### config.mk
export PLATFORM = sky130hd
export DESIGN_NAME = dp_buffer_flat
export DESIGN_NICKNAME = d
export VERILOG_FILES = /design/src/rtl/dp_pkg.sv /design/src/rtl/dp_buffer_if.sv /design/src/rtl/dp_mem.sv /design/src/rtl/dp_buffer.sv /design/src/flat_wrapper.sv
export SDC_FILE = /design/constraint.sdc
export NUM_CORES = 1
export LEC_CHECK = 0
export ABC_AREA = 1
export BUFFER_PORTS_ARGS = -buffer_cell sky130_fd_sc_hd__buf_4
export CORE_UTILIZATION = 25
export CTS_BUF_LIST = sky130_fd_sc_hd__clkbuf_2
export DETAILED_ROUTE_END_ITERATION = 7
export PLACE_DENSITY = 0.4
export SYNTH_ARGS = -nofsm -noshare
export SYNTH_HDL_FRONTEND = slang
export SYNTH_HIERARCHICAL = 1
export SYNTH_SLANG_ARGS = --single-unit
### constraint.sdc
create_clock -name CLK -period 14.9 [get_ports CLK]
set_input_delay 0.745 -clock CLK [delete_from_list [all_inputs] [get_ports CLK]]
set_output_delay 0.745 -clock CLK [all_outputs]
set_load 0.03 [all_outputs]
### src/rtl/dp_pkg.sv
// Shared constants and FSM encoding for the datapoint buffer.
package dp_pkg;
  localparam int ADDR_WIDTH = 12;
  localparam int FEAT_WIDTH = 16;
  localparam int MAX_FEAT   = 12;
  localparam int WORD_W     = FEAT_WIDTH * MAX_FEAT;

  typedef enum logic [1:0] {
    ST_LOAD,
    ST_FULL,
    ST_READ,
    ST_DONE
  } state_t;
endpackage

### src/rtl/dp_buffer_if.sv
// Word-in / feature-out handshake bundle for dp_buffer.
interface dp_buffer_if #(
  parameter int FEAT_WIDTH = dp_pkg::FEAT_WIDTH,
  parameter int MAX_FEAT   = dp_pkg::MAX_FEAT,
  parameter int ADDR_WIDTH = dp_pkg::ADDR_WIDTH
);
  logic                                in_valid;
  logic                                in_ready;
  logic [MAX_FEAT-1:0][FEAT_WIDTH-1:0] in_data;
  logic                                out_valid;
  logic                                out_ready;
  logic [FEAT_WIDTH-1:0]               out_data;
  logic [ADDR_WIDTH-1:0]               out_dp_idx;
  logic [3:0]                          out_feat_idx;
  logic                                out_last;

  modport master (
    output in_valid, in_data, out_ready,
    input  in_ready, out_valid, out_data, out_dp_idx, out_feat_idx, out_last
  );

  modport slave (
    input  in_valid, in_data, out_ready,
    output in_ready, out_valid, out_data, out_dp_idx, out_feat_idx, out_last
  );
endinterface

### src/rtl/dp_mem.sv
// Datapoint storage: DEPTH words, one synchronous write port, one async read port.
module dp_mem #(
  parameter int DEPTH  = 4,
  parameter int WORD_W = dp_pkg::WORD_W,
  parameter int AW     = 2
) (
  input  logic              CLK,
  input  logic              we,
  input  logic [AW-1:0]     waddr,
  input  logic [WORD_W-1:0] wdata,
  input  logic [AW-1:0]     raddr,
  output logic [WORD_W-1:0] rdata
);
  logic [WORD_W-1:0] mem [DEPTH];

  always_ff @(posedge CLK) begin
    if (we) mem[waddr] <= wdata;
  end

  assign rdata = mem[raddr];
endmodule

### src/rtl/dp_buffer.sv
// Datapoint buffer: loads n packed words, then replays them feature by feature.
// Optional DP_BUFFER_DROPCNT_EN adds a saturating drop_cnt of refused input words.
module dp_buffer #(
  parameter int ADDR_WIDTH = dp_pkg::ADDR_WIDTH,
  parameter int FEAT_WIDTH = dp_pkg::FEAT_WIDTH,
  parameter int MAX_FEAT   = dp_pkg::MAX_FEAT,
  parameter int DEPTH      = 4
) (
  input  logic                  CLK,
  input  logic                  RST,
  input  logic [ADDR_WIDTH-1:0] num_dp,
  input  logic [3:0]            feat,
  input  logic                  start,
  output logic                  busy,
  output logic                  done,
`ifdef DP_BUFFER_DROPCNT_EN
  output logic [7:0]            drop_cnt,
`endif
  dp_buffer_if.slave            bus
);
  import dp_pkg::*;

  localparam int WW  = FEAT_WIDTH * MAX_FEAT;
  localparam int MAW = (DEPTH > 1) ? $clog2(DEPTH) : 1;

  state_t                              state;
  logic                                cfg_vld;
  logic [ADDR_WIDTH-1:0]               n_m1, n_m1_cfg, wr_ptr, nxt_dp;
  logic [3:0]                          f_m1, f_m1_cfg, nxt_feat;
  logic                                wr_fire, rd_fire, rd_start, nxt_last;
  logic [WW-1:0]                       rword;
  logic [MAX_FEAT-1:0][FEAT_WIDTH-1:0] rfeat;

  // Out-of-range counts fall back to the full storage / full word.
  assign n_m1_cfg = (num_dp == '0 || 32'(num_dp) > DEPTH) ? ADDR_WIDTH'(DEPTH - 1)
                                                          : num_dp - ADDR_WIDTH'(1);
  assign f_m1_cfg = (32'(feat) > MAX_FEAT - 1) ? 4'(MAX_FEAT - 1) : feat;

  assign wr_fire  = bus.in_valid && bus.in_ready && (state == ST_LOAD);
  assign rd_fire  = bus.out_valid && bus.out_ready;
  assign rd_start = start && (state == ST_FULL || state == ST_DONE);

  // Next read position; the async read port looks it up so the output
  // registers load the new feature on the same edge that advances.
  always_comb begin
    nxt_dp   = bus.out_dp_idx;
    nxt_feat = bus.out_feat_idx;
    if (rd_start) begin
      nxt_dp   = '0;
      nxt_feat = '0;
    end else if (rd_fire) begin
      if (bus.out_feat_idx == f_m1) begin
        nxt_feat = '0;
        nxt_dp   = bus.out_dp_idx + ADDR_WIDTH'(1);
      end else begin
        nxt_feat = bus.out_feat_idx + 4'd1;
      end
    end
  end

  assign nxt_last = (nxt_dp == n_m1) && (nxt_feat == f_m1);
  assign rfeat    = rword;

  dp_mem #(.DEPTH(DEPTH), .WORD_W(WW), .AW(MAW)) u_mem (
    .CLK   (CLK),
    .we    (wr_fire),
    .waddr (wr_ptr[MAW-1:0]),
    .wdata (bus.in_data),
    .raddr (nxt_dp[MAW-1:0]),
    .rdata (rword)
  );

  always_ff @(posedge CLK) begin
    if (!RST) begin
      state            <= ST_LOAD;
      cfg_vld          <= 1'b0;
      n_m1             <= '0;
      f_m1             <= '0;
      wr_ptr           <= '0;
      bus.in_ready     <= 1'b0;
      bus.out_valid    <= 1'b0;
      bus.out_data     <= '0;
      bus.out_dp_idx   <= '0;
      bus.out_feat_idx <= '0;
      bus.out_last     <= 1'b0;
      busy             <= 1'b1;
      done             <= 1'b0;
    end else begin
      // Dataset shape is captured once per reset.
      if (!cfg_vld) begin
        cfg_vld <= 1'b1;
        n_m1    <= n_m1_cfg;
        f_m1    <= f_m1_cfg;
      end

      case (state)
        ST_LOAD: begin
          bus.in_ready <= 1'b1;
          if (wr_fire) begin
            wr_ptr <= wr_ptr + ADDR_WIDTH'(1);
            if (wr_ptr == n_m1) begin
              state        <= ST_FULL;
              bus.in_ready <= 1'b0;
              busy         <= 1'b0;
            end
          end
        end
        ST_FULL, ST_DONE: begin
          if (start) begin
            state         <= ST_READ;
            bus.out_valid <= 1'b1;
            busy          <= 1'b1;
            done          <= 1'b0;
          end
        end
        ST_READ: begin
          if (rd_fire && bus.out_last) begin
            state         <= ST_DONE;
            bus.out_valid <= 1'b0;
            bus.out_last  <= 1'b0;
            busy          <= 1'b0;
            done          <= 1'b1;
          end
        end
        default: state <= ST_LOAD;
      endcase

      if (rd_start || (rd_fire && !bus.out_last)) begin
        bus.out_data     <= rfeat[nxt_feat];
        bus.out_dp_idx   <= nxt_dp;
        bus.out_feat_idx <= nxt_feat;
        bus.out_last     <= nxt_last;
      end
    end
  end

`ifdef DP_BUFFER_DROPCNT_EN
  always_ff @(posedge CLK) begin
    if (!RST)
      drop_cnt <= '0;
    else if (bus.in_valid && !bus.in_ready && drop_cnt != 8'hFF)
      drop_cnt <= drop_cnt + 8'd1;
  end
`endif
endmodule

### src/flat_wrapper.sv
// flat-port wrapper written by rule: the top's interface ports become plain ports
module dp_buffer_flat import dp_pkg::*;
#(
  parameter int ADDR_WIDTH = dp_pkg::ADDR_WIDTH,
  parameter int FEAT_WIDTH = dp_pkg::FEAT_WIDTH,
  parameter int MAX_FEAT   = dp_pkg::MAX_FEAT,
  parameter int DEPTH      = 4
)
  (CLK, RST, num_dp, feat, start, busy, done, bus_in_valid, bus_in_data, bus_out_ready, bus_in_ready, bus_out_valid, bus_out_data, bus_out_dp_idx, bus_out_feat_idx, bus_out_last);
  dp_buffer_if #(.FEAT_WIDTH(FEAT_WIDTH), .MAX_FEAT(MAX_FEAT), .ADDR_WIDTH(ADDR_WIDTH)) bus_i ();
  input  logic CLK;
  input  logic RST;
  input  logic [ADDR_WIDTH-1:0] num_dp;
  input  logic [3:0] feat;
  input  logic start;
  output logic busy;
  output logic done;
  input wire logic [$bits(bus_i.in_valid)-1:0] bus_in_valid;
  input wire logic [$bits(bus_i.in_data)-1:0] bus_in_data;
  input wire logic [$bits(bus_i.out_ready)-1:0] bus_out_ready;
  output wire logic [$bits(bus_i.in_ready)-1:0] bus_in_ready;
  output wire logic [$bits(bus_i.out_valid)-1:0] bus_out_valid;
  output wire logic [$bits(bus_i.out_data)-1:0] bus_out_data;
  output wire logic [$bits(bus_i.out_dp_idx)-1:0] bus_out_dp_idx;
  output wire logic [$bits(bus_i.out_feat_idx)-1:0] bus_out_feat_idx;
  output wire logic [$bits(bus_i.out_last)-1:0] bus_out_last;
  assign bus_i.in_valid = bus_in_valid;
  assign bus_i.in_data = bus_in_data;
  assign bus_i.out_ready = bus_out_ready;
  assign bus_in_ready = bus_i.in_ready;
  assign bus_out_valid = bus_i.out_valid;
  assign bus_out_data = bus_i.out_data;
  assign bus_out_dp_idx = bus_i.out_dp_idx;
  assign bus_out_feat_idx = bus_i.out_feat_idx;
  assign bus_out_last = bus_i.out_last;
  dp_buffer #(.ADDR_WIDTH(ADDR_WIDTH), .FEAT_WIDTH(FEAT_WIDTH), .MAX_FEAT(MAX_FEAT), .DEPTH(DEPTH)) u_core (.CLK(CLK), .RST(RST), .num_dp(num_dp), .feat(feat), .start(start), .busy(busy), .done(done), .bus(bus_i));
endmodule
==> results.py, run 1 <==
metrics = {
    "run_status": {
        "status": "complete, no violations",
    },
    "pwr": {
        "vdd_ir_drop_max_mv": 0.119,
        "p_clk_share_pct": 24.6,
        "share_comb_of_total_power_pct": 33.7,
        "p_leak_nw": 21.2,
        "internal_power_mw": 4.10,
        "p_sw_mw": 2.73,
        "seq_power_share_pct": 41.7,
        "powerDensity_mw_per_mm2": 142,
        "swShare_pct": 39.9,
    },
    "clocking": {
        "root_buffer": "clkbuf_2",
        "clkLatencyLatePin_ns": 1.67,
        "h-tree-depth": 4,
        "post_cts_resized": 0,
        "cts_buffers": 226,
        "cts_sinks": 836,
        "cts_setup_buffers": 0,
        "ctsHoldBuffers": 422,
        "cts_buffer_depth": 3,
        "clk_pin_slew_worst_paths_ns": 0.09,
        "cts_tree": "yes",
    },
    "synthesis": {
        "yosysSeqAreaShare_pct": 64.4,
        "synth_edf_count": 768,
        "syn_avg_cell_area_um2": 9.69,
        "synthCells": 3913,
        "async_reset_ff_share_pct": 0,
        "synth_cell_types": 46,
        "synth_fa_ha_area_share_pct": 0.165,
        "synth_nets": 4131,
        "synth.mux.area_fraction_pct": 0,
        "synthFlopType": "edfxtp_1",
        "synthXorXnorAreaFrac_pct": 0.231,
        "synth_top_family_by_area": "simple AND/OR/NAND/NOR gates",
        "yosys_warnings": 6,
        "synth-seq-cells": 836,
        "synthSimpleGateAreaFrac_pct": 20.0,
        "synth_area_mm2": 0.0379,
        "synth-compound-area-share_pct": 3.71,
    },
    "placed_design": {
        "dp_hpwl_um": 77300,
        "dp_slack_ns": 8.94,
        "io_buffers": 249,
        "place_congestion": 0.767,
    },
    "run": {
        "maxCapViolations": 0,
    },
    "floorplanning": {
        "initial_core_util_pct": 25.3,
        "dieArea_mm2": 0.153,
        "die_w_um": 391,
        "row_count": 142,
        "die_y_um": 391,
        "fp.coreArea_mm2": 0.150,
        "ios": 250,
    },
    "worst_setup_path": {
        "critPathArrivalTime_ns": 7.05,
        "required_ns": 16.44,
        "cp-end-kind": "register",
        "rrSetupSlack_ns": 9.39,
        "crit_type": "reg2reg",
        "critPathLaunchType": "register",
        "path_max_fanout": 161,
    },
    "route": {
        "vias": 28500,
        "detail_route.wl_per_cell_um": 18.3,
        "drc_errors": 0,
        "vias_per_cell": 4.15,
        "wl_um": 126000,
        "ant_nets": 0,
        "drtPass1Iterations": 5,
        "drtIter0Drc": 1611,
    },
    "hold_path": {
        "worst_hold_path_type": "in2reg",
    },
    "sta": {
        "min_period_ns": 5.51,
        "rsz0062_at_grt": "false",
        "worst_pin_slew_ns": 1.08,
        "fin_tns_setup_ns": 0,
        "finalCritPeriodShare_pct": 37.0,
        "setup_ws_ns": 9.39,
        "fin_skew_ns": 0.155,
        "hold_viol_final": 0,
        "slew_headroom_pct": 28.1,
        "fmaxAchievable_mhz": 182,
        "slew_viol_final": 0,
        "setup_violations": 0,
    },
    "grt": {
        "grt_pass1_wl_um": 185000,
        "grt_max_degree": 162,
        "antenna_found_initial": 18,
        "grt-ovfl-total": 0,
        "grt_pass1_vias": 28200,
        "grt_usage_pct": 16.4,
    },
    "finish": {
        "drive_gt1_share_pct": 14.2,
        "final_util_pct": 31.9,
        "nets": 4884,
        "syn2layout_area_growth_pct": 26.4,
    },
}
[power groups by stage]
stage / sequential, mW / combinational [mW] / clock (mW)
after floorplan: 3.01 / 1.36 / 0
after global placement: 2.90 / 2.26 / 0
after detailed placement: 2.90 / 2.26 / 0
after CTS: 2.85 / 2.36 / 1.77
after global routing: 2.86 / 2.55 / 1.87
final: 2.84 / 2.30 / 1.68
[final cells by class]
| cell class | count | area (um^2) |
|---|---|---|
| clock buffer | 338 | 1690 |
| timing repair buffer | 703 | 6390 |
| fill | 15800 | 102000 |
| inverter | 872 | 3310 |
| tap | 2016 | 2520 |
| multi-input combinational | 2027 | 9180 |
| clock inverter | 62 | 383 |
| antenna | 14 | 35.0 |
| sequential | 836 | 24400 |
[state kept, by name, indices dropped and copies added, names as in the netlist]
register and cells:
u_core/wr_ptr 12, u_core/done 1, u_core/bus.in_ready 1, u_core/state 2, u_core/cfg_vld 1, u_core/n_m1 12
u_core/u_mem/mem 768, u_core/busy 1, u_core/bus.out_last 1, u_core/bus.out_valid 1, u_core/f_m1 4, u_core/bus.out_dp_idx 12
u_core/bus.out_feat_idx 4, u_core/bus.out_data 16
[worst max-delay path, stage by stage (launching register included)]
cell and delay (ns):
dfxtp_1 0.47, inv_2 0.08, nand2_1 0.07, nand2_1 0.11, nor2_4 0.20, nand3_4 0.53
nand2_1 0.26, nand3_1 0.25, inv_8 0.55, clkinv_8 0.72, buf_4 0.65, nand2_1 0.14
nand3_1 0.07, nand2_1 0.10, o22ai_1 0.19, a21boi_0 0.46, o21ai_0 0.26, a21oi_1 0.19
[cells in the final DEF, fill, tap and decap left out, types with 5 or more instances in the layout]
cell              n
a21boi_0          6
a21oi_1          70
buf_12            5
buf_4           277
clkbuf_2        338
clkinv_1         46
dfxtp_1          68
diode_2          14
dlygate4sd3_1   421
edfxtp_1        768
ha_1              5
inv_1           855
inv_2            11
inv_8             6
nand2_1        1148
nand3_1         459
nand4_1          38
nor2_1           65
nor2_4            5
nor3_1           11
nor3_2            6
o211ai_1         40
o211ai_2         10
o21ai_0          76
o22ai_1          16
or2_0             5
or2_1            27
xor2_1           10
[per-layer routing]
metal	GRT usage [%]	vias to the layer above	wire length, um
li1	-	14200	-
met1	21.5	13500	57200
met2	27.2	684	59700
met3	3.23	189	6500
met4	4.50	4	2350
met5	0	-	25
[kinds of logic (layout without fill, tap and decap cells)]
logic type,after synthesis,after routing
AND/OR/NAND/NOR,1781,1781
AO/OA/AOI/OAI,231,231
flip-flops,836,836
XOR/XNOR,10,10
buffers and inverters,1050,1975
other,0,14
adder cells (fa/ha/maj),5,5
[synthesized netlist by cell type (2+ instances only)]
library cell	number	area [um^2]
a211oi_1	2	15.0
a21boi_0	6	45.0
a21oi_1	70	350
a221oi_1	2	17.5
buf_2	90	450
buf_4	37	278
buf_6	20	225
clkbuf_1	31	116
clkinv_1	2	7.51
dfxtp_1	68	1360
edfxtp_1	768	23100
ha_1	5	62.6
inv_1	858	3220
inv_2	10	37.5
inv_4	2	12.5
nand2_1	1148	4310
nand2_2	5	31.3
nand2_4	2	22.5
nand3_1	459	2300
nand4_1	38	238
nor2_1	65	244
nor2_2	2	12.5
nor2_4	5	56.3
nor3_1	15	75.1
nor3_2	2	20.0
nor4_1	4	25.0
o211ai_1	40	300
o211ai_2	10	125
o21ai_0	76	380
o22ai_1	16	100
or2_0	5	31.3
or2_1	27	169
xor2_1	10	87.6
[final timing paths]
kind                                                 start  cells past startpoint                      end
worst max-delay path            u_core/bus.out_feat_idx[0]                     17  u_core/bus.out_data[10]
worst min-delay path                             num_dp[6]                      5          u_core/n_m1[10]
worst max register to register  u_core/bus.out_feat_idx[0]                     17  u_core/bus.out_data[10]
worst min register to register                 u_core/busy                      2              u_core/busy
[per-stage QoR]
step | std cells | total power, mW | area (um^2) | hold slack [ns]
floorplan | 3913 | 4.37 | 37900 | 0.448
global placement | 6032 | 5.16 | 41600 | 0.442
detailed placement | 6032 | 5.16 | 41600 | 0.447
CTS | 6854 | 6.98 | 47900 | 0.0326
global route | 6860 | 7.29 | 47900 | 0.120
finish | 6868 | 6.82 | 47900 | 0.305
Power figures use the tool's default switching activity.
==> run 2, diff against run 1 <==
Settings changed: PLACE_DENSITY 0.4 to 0.39.
Clock period 14.9 ns to 5.29 ns, I/O delays scaled along.
==> run 2 against run 1 <==
  * Critical path type unchanged
  * Global-route usage grew 0.53 points
  * Critical endpoint is now u_core/bus.out_data[5]
  * Combinational power grew to 3.0 times the previous value
  * First-iteration DRC count grew 8.4%
  * Cell count increased by 4.0%
  * Clock-buffer cell count grew 39
  * Non-clock buffer count rose by 238
  * Clock skew decreased by 0.025 ns
  * Total power rose to 2.9 times the previous value
  * Largest cell class unchanged
  * Maximum frequency up 12%
  * Die area is the same
==> results.py, run 2 (synthesis gave the netlist of run 1 again) <==
metrics = {
    "clocking": {
        "cts_buffers": 234,
        "cts_setup_buffers": 0,
        "cts_tree": "yes",
        "post_cts_resized": 0,
        "cts_sinks": 836,
        "cts_buffer_depth": 3,
        "clk_pin_slew_worst_paths_ns": 0.10,
        "h-tree-depth": 4,
        "clkLatencyLatePin_ns": 1.70,
        "root_buffer": "clkbuf_2",
    },
    "finish": {
        "multiInputGateArea_mm2": 0.00922,
        "final_common_cell": "nand2_1",
        "drive_gt1_share_pct": 14.7,
        "seqCellArea_mm2": 0.0244,
        "largest_register": "u_core/u_mem/mem",
        "nets": 5130,
        "fillers": 15600,
        "syn2layout_area_growth_pct": 33.6,
        "reg_top3": "u_core/u_mem/mem x768, u_core/bus.out_data x16",
        "mostFrequentLayoutCells": "nand2_1 (1148), inv_1 (853), edfxtp_1 (768), dlygate4sd3_1 (643), nand3_1 (458)",
        "largest_reg_flops": 768,
    },
    "sta": {
        "setup_violations": 0,
        "finalCritPeriodShare_pct": 93.0,
        "fmaxAchievable_mhz": 203,
        "hold_viol_final": 0,
        "fin_skew_ns": 0.130,
        "slew_headroom_pct": 27.1,
        "slew_viol_final": 0,
        "worst_pin_slew_ns": 1.09,
        "rsz0062_at_grt": "false",
        "min_period_ns": 4.92,
        "setup_ws_ns": 0.371,
    },
    "route": {
        "detail_route.wl_per_cell_um": 18.2,
        "drtIter0Drc": 1746,
        "vias": 29600,
        "vias_per_cell": 4.14,
        "drtPass1Iterations": 5,
        "wl_um": 130000,
        "ant_nets": 0,
        "drc_errors": 0,
    },
    "worst_setup_path": {
        "rrSetupSlack_ns": 0.37,
        "cp-end-kind": "register",
        "reg2reg_from": "u_core/bus.out_feat_idx[2]",
        "path_max_fanout": 83,
        "crit_type": "reg2reg",
        "critPathArrivalTime_ns": 6.56,
        "critPathLaunchType": "register",
        "required_ns": 6.93,
        "reg2reg_depth": 19,
        "r2r-end": "u_core/bus.out_data[5]",
    },
    "floorplanning": {
        "initial_core_util_pct": 25.3,
        "die_w_um": 391,
        "row_count": 142,
        "dieArea_mm2": 0.153,
        "fp.coreArea_mm2": 0.150,
        "die_y_um": 391,
        "ios": 250,
    },
    "hold_path": {
        "hold_start": "num_dp[10]",
        "worst_hold_path_type": "in2reg",
        "whs_path_depth": 10,
        "hold-path-endpoint": "u_core/n_m1[1]",
    },
    "placed_design": {
        "dp_hpwl_um": 80600,
        "place_congestion": 0.788,
        "dp_slack_ns": 1.03,
        "io_buffers": 249,
    },
    "grt": {
        "grt_pass1_wl_um": 191000,
        "grt_max_degree": 153,
        "grt-ovfl-total": 0,
        "grt_usage_pct": 16.9,
        "grt_pass1_vias": 29500,
        "antenna_found_initial": 11,
    },
    "run": {
        "maxCapViolations": 0,
    },
    "pwr": {
        "powerDensity_mw_per_mm2": 391,
        "p_leak_nw": 22.4,
        "total_power_mw": 19.8,
        "vdd_ir_drop_max_mv": 0.224,
    },
    "run_status": {
        "status": "complete, no violations",
    },
}
## run 2: cell count changes in the layout (fill, tap and decap cells not counted), moves of 3 or more
cell	before	now
buf_12	5	18
buf_4	277	280
clkbuf_2	338	377
clkinv_1	46	43
dfxtp_1	68	65
dlygate4sd3_1	421	643
nor3_2	6	2
nor3_4	0	4
## run 2: critical path: stages, from the launching register on
cell	delay, ns
dfxtp_1	0.50
inv_2	0.07
nand2_1	0.08
nand2_2	0.10
nand3_4	0.10
buf_4	0.51
nand2_1	0.15
nand3_1	0.25
inv_8	0.17
inv_8	0.56
buf_12	0.40
nand3_1	0.13
nand2_1	0.09
or2_1	0.12
o211ai_1	0.08
o211ai_1	0.10
dlygate4sd3_1	0.56
nand3_1	0.08
dlygate4sd3_1	0.62
a21oi_1	0.12
## run 2: layout make-up
cell class	instances	share of cell area [%]
clock buffer	377	3.72
tap	2016	4.98
clock inverter	61	0.721
antenna	13	0.0642
inverter	872	6.55
multi-input combinational	2027	18.2
timing repair buffer	941	17.6
sequential	836	48.2
## run 2: power breakdown
group | switching (mW) | total [mW] | internal [mW]
Clock | 3.00 | 4.99 | 1.99
Combinational | 4.71 | 6.79 | 2.08
Sequential | 0.245 | 8.04 | 7.79
Total | 7.96 | 19.8 | 11.9
## run 2: how the worst max path moves through the flow
| stage | start | end |
|---|---|---|
| after floorplan | u_core/state[1] | u_core/u_mem/mem[1][0] |
| after global placement | u_core/bus.out_feat_idx[0] | u_core/bus.out_data[3] |
| after detailed placement | u_core/bus.out_feat_idx[2] | u_core/bus.out_data[3] |
| after CTS | u_core/bus.out_feat_idx[2] | u_core/bus.out_data[5] |
| after global routing | u_core/bus.out_feat_idx[2] | u_core/bus.out_data[5] |
| final | u_core/bus.out_feat_idx[2] | u_core/bus.out_data[5] |
## run 2: what timing repair did
| item | in CTS | in global routing |
|---|---|---|
| setup endpoints to repair | 0 | 0 |
| hold buffers | 644 | 0 |
| hold endpoints to repair | 1604 | 0 |
## run 2: per-stage QoR
step | hold slack (ns) | util [%] | instances | TNS (ns) | instance area [um^2]
2_1_floorplan | 0.292 | - | 3913 | -323.77 | 38000
3_3_place_gp | 0.441 | 27.9 | 6048 | 0 | 41900
3_5_place_dp | 0.451 | 27.9 | 6048 | 0 | 41900
4_1_cts | 0.00463 | 33.7 | 7130 | 0 | 50600
5_1_grt | 0.113 | 33.8 | 7142 | 0 | 50700
6_report | 0.315 | 33.8 | 7143 | 0 | 50700
## run 2: layer usage
layer	global-route usage (%)	vias to the layer above	routed length (um)
met3	3.75	209	7060
met1	21.9	14000	58600
met4	6.22	6	3610
met5	0	-	45
met2	27.4	658	60400
li1	-	14700	-
==> run 3, diff against run 2 <==
Settings changed: RECOVER_POWER from default to 25.
==> run 3 against run 2 <==
  * Non-clock buffer count did not move
  * Flip-flop and latch count did not move
  * Largest cell class unchanged
  * Clock power barely moved
  * Register-to-register slack improved by 0.03 ns
  * Global-route usage did not move
  * Critical path depth stayed put
  * Highest routed layer unchanged
  * Cell area down 0.12%
  * Critical path type unchanged
  * Total power is essentially flat
  * Cell count is essentially flat
  * Critical endpoint unchanged
  * Combinational power barely moved
==> results.py, run 3 (synthesis gave the netlist of run 1 again) <==
metrics = {
    "run_status": {
        "status": "complete, no violations",
    },
    "grt": {
        "antenna_found_initial": 11,
        "grt-ovfl-total": 0,
        "grt_pass1_wl_um": 191000,
        "grt_max_degree": 153,
        "grt_pass1_vias": 29500,
        "grt_usage_pct": 16.9,
    },
    "worst_setup_path": {
        "endpoint": "u_core/bus.out_data[5]",
        "cp-end-kind": "register",
        "crit_type": "reg2reg",
        "required_ns": 6.92,
        "crit_buf_inv": 7,
        "critPathTopFamily": "buffers and inverters",
        "critPathLaunchType": "register",
        "rrSetupSlack_ns": 0.41,
        "reg2reg_depth": 19,
        "reg2reg_from": "u_core/bus.out_feat_idx[2]",
        "path_depth": 19,
        "path_max_fanout": 83,
        "path_cells": "inv_2, nand2_1, nand2_2, nand3_4, buf_4, nand2_1, nand3_1, inv_8, inv_8, buf_12, nand3_1, nand2_1, or2_1, o211ai_1, o211ai_1, dlygate4sd3_1, nand3_1, dlygate4sd3_1, a21oi_1",
        "crit_path_start": "u_core/bus.out_feat_idx[2]",
        "max_stage_delay_ns": 0.61,
        "r2r-end": "u_core/bus.out_data[5]",
        "critPathArrivalTime_ns": 6.51,
        "cpMaxStageDelayCell": "dlygate4sd3_1",
    },
    "finish": {
        "largest_register": "u_core/u_mem/mem",
        "largest_reg_flops": 768,
        "stdcell_count": 7142,
        "syn2layout_area_growth_pct": 33.5,
        "fillers": 15700,
        "nets": 5130,
        "mostFrequentLayoutCells": "nand2_1 (1148), inv_1 (853), edfxtp_1 (768), dlygate4sd3_1 (643), nand3_1 (458)",
        "reg_top3": "u_core/u_mem/mem x768, u_core/bus.out_data x16",
        "final_common_cell": "nand2_1",
        "drive_gt1_share_pct": 14.4,
    },
    "floorplanning": {
        "ios": 250,
        "dieArea_mm2": 0.153,
        "row_count": 142,
        "die_y_um": 391,
        "die_w_um": 391,
        "initial_core_util_pct": 25.3,
        "fp.coreArea_mm2": 0.150,
    },
    "route": {
        "detail_route.wl_per_cell_um": 18.1,
        "ant_nets": 0,
        "vias": 29600,
        "drtIter0Drc": 1713,
        "vias_per_cell": 4.15,
        "wl_um": 130000,
        "drc_errors": 0,
        "drtPass1Iterations": 5,
    },
    "pwr": {
        "powerDensity_mw_per_mm2": 391,
        "vdd_ir_drop_max_mv": 0.225,
        "p_leak_nw": 22.3,
        "total_power_mw": 19.8,
    },
    "sta": {
        "worst_pin_slew_ns": 1.09,
        "setup_violations": 0,
        "min_period_ns": 4.88,
        "hold_viol_final": 0,
        "rsz0062_at_grt": "false",
        "fin_skew_ns": 0.128,
        "fin_tns_setup_ns": 0,
        "finalCritPeriodShare_pct": 92.3,
        "fmaxAchievable_mhz": 205,
        "setup_ws_ns": 0.405,
        "slew_viol_final": 0,
        "timing.hold.ws_ns": 0.319,
        "slew_headroom_pct": 27.6,
    },
    "placed_design": {
        "dp_hpwl_um": 80600,
        "dpl.cell_count": 6048,
        "io_buffers": 249,
        "dp_slack_ns": 1.03,
        "place_congestion": 0.788,
    },
    "clocking": {
        "cts_buffers": 234,
        "h-tree-depth": 4,
        "cts_buffer_depth": 3,
        "cts_sinks": 836,
        "clkLatencyLatePin_ns": 1.68,
        "clk_pin_slew_worst_paths_ns": 0.10,
        "cts_tree": "yes",
        "cts_setup_buffers": 0,
        "root_buffer": "clkbuf_2",
    },
    "hold_path": {
        "worst_hold_path_type": "in2reg",
    },
    "run": {
        "maxCapViolations": 0,
    },
}
==> run 3: cell count changes in the layout (fill, tap and decap cells not counted), sizes merged <==
cell	before	now
buf	298	183
diode	13	12
clkbuf	377	492
==> run 3: per-layer routing <==
layer | up-vias | routed length (um) | track usage (%)
met5 | - | 45 | 0
met4 | 6 | 3620 | 6.22
met3 | 211 | 7230 | 3.75
met2 | 679 | 60200 | 27.4
met1 | 14000 | 58500 | 21.9
li1 | 14700 | - | -
==> run 3: worst min-delay path by stage <==
| stage | cells past startpoint | slack (ns) | start | end |
|---|---|---|---|---|
| 2_1_floorplan | 0 | 0.29 | RST | u_core/cfg_vld |
| 3_3_place_gp | 2 | 0.44 | u_core/busy | u_core/busy |
| 3_5_place_dp | 2 | 0.45 | u_core/busy | u_core/busy |
| 4_1_cts | 8 | 0.005 | num_dp[1] | u_core/n_m1[1] |
| 5_1_grt | 10 | 0.11 | num_dp[10] | u_core/n_m1[1] |
| 6_report | 10 | 0.32 | num_dp[10] | u_core/n_m1[1] |
==> run 3: repair_timing <==
item / 4_1_cts / 5_1_grt
hold endpoints to repair: 1604 / 0
gates resized for setup: 0 / 0
hold buffers: 644 / 0
==> run 3: layout make-up <==
cell class / instances / area, um^2 / area share (%)
diodes: 12 / 30.0 / 0.0593
multi-input cells: 2027 / 9220 / 18.2
inverters: 872 / 3320 / 6.56
clock inverters: 61 / 365 / 0.722
clock buffers: 377 / 1890 / 3.73
repair buffers: 941 / 8840 / 17.5
well taps: 2016 / 2520 / 4.98
flip-flops and latches: 836 / 24400 / 48.3
==> run 3: tightest hold or removal path, delay by kind of cell <==
kind	cells	cell delay, ns
buffers and inverters	5	1.29
AO/OA/AOI/OAI	3	0.21
AND/OR/NAND/NOR	2	0.14
==> run 3: through the flow <==
step | area [um^2] | utilization (%)
finish | 50600 | 33.7
global placement | 41900 | 27.9
CTS | 50600 | 33.7
floorplan | 38000 | -
detailed placement | 41900 | 27.9
global route | 50600 | 33.7
==> run 3: report_power, final <==
part	switching, mW	internal, mW
Combinational	4.71	2.07
Sequential	0.245	7.79
Clock	3.00	1.99
Total	7.95	11.9
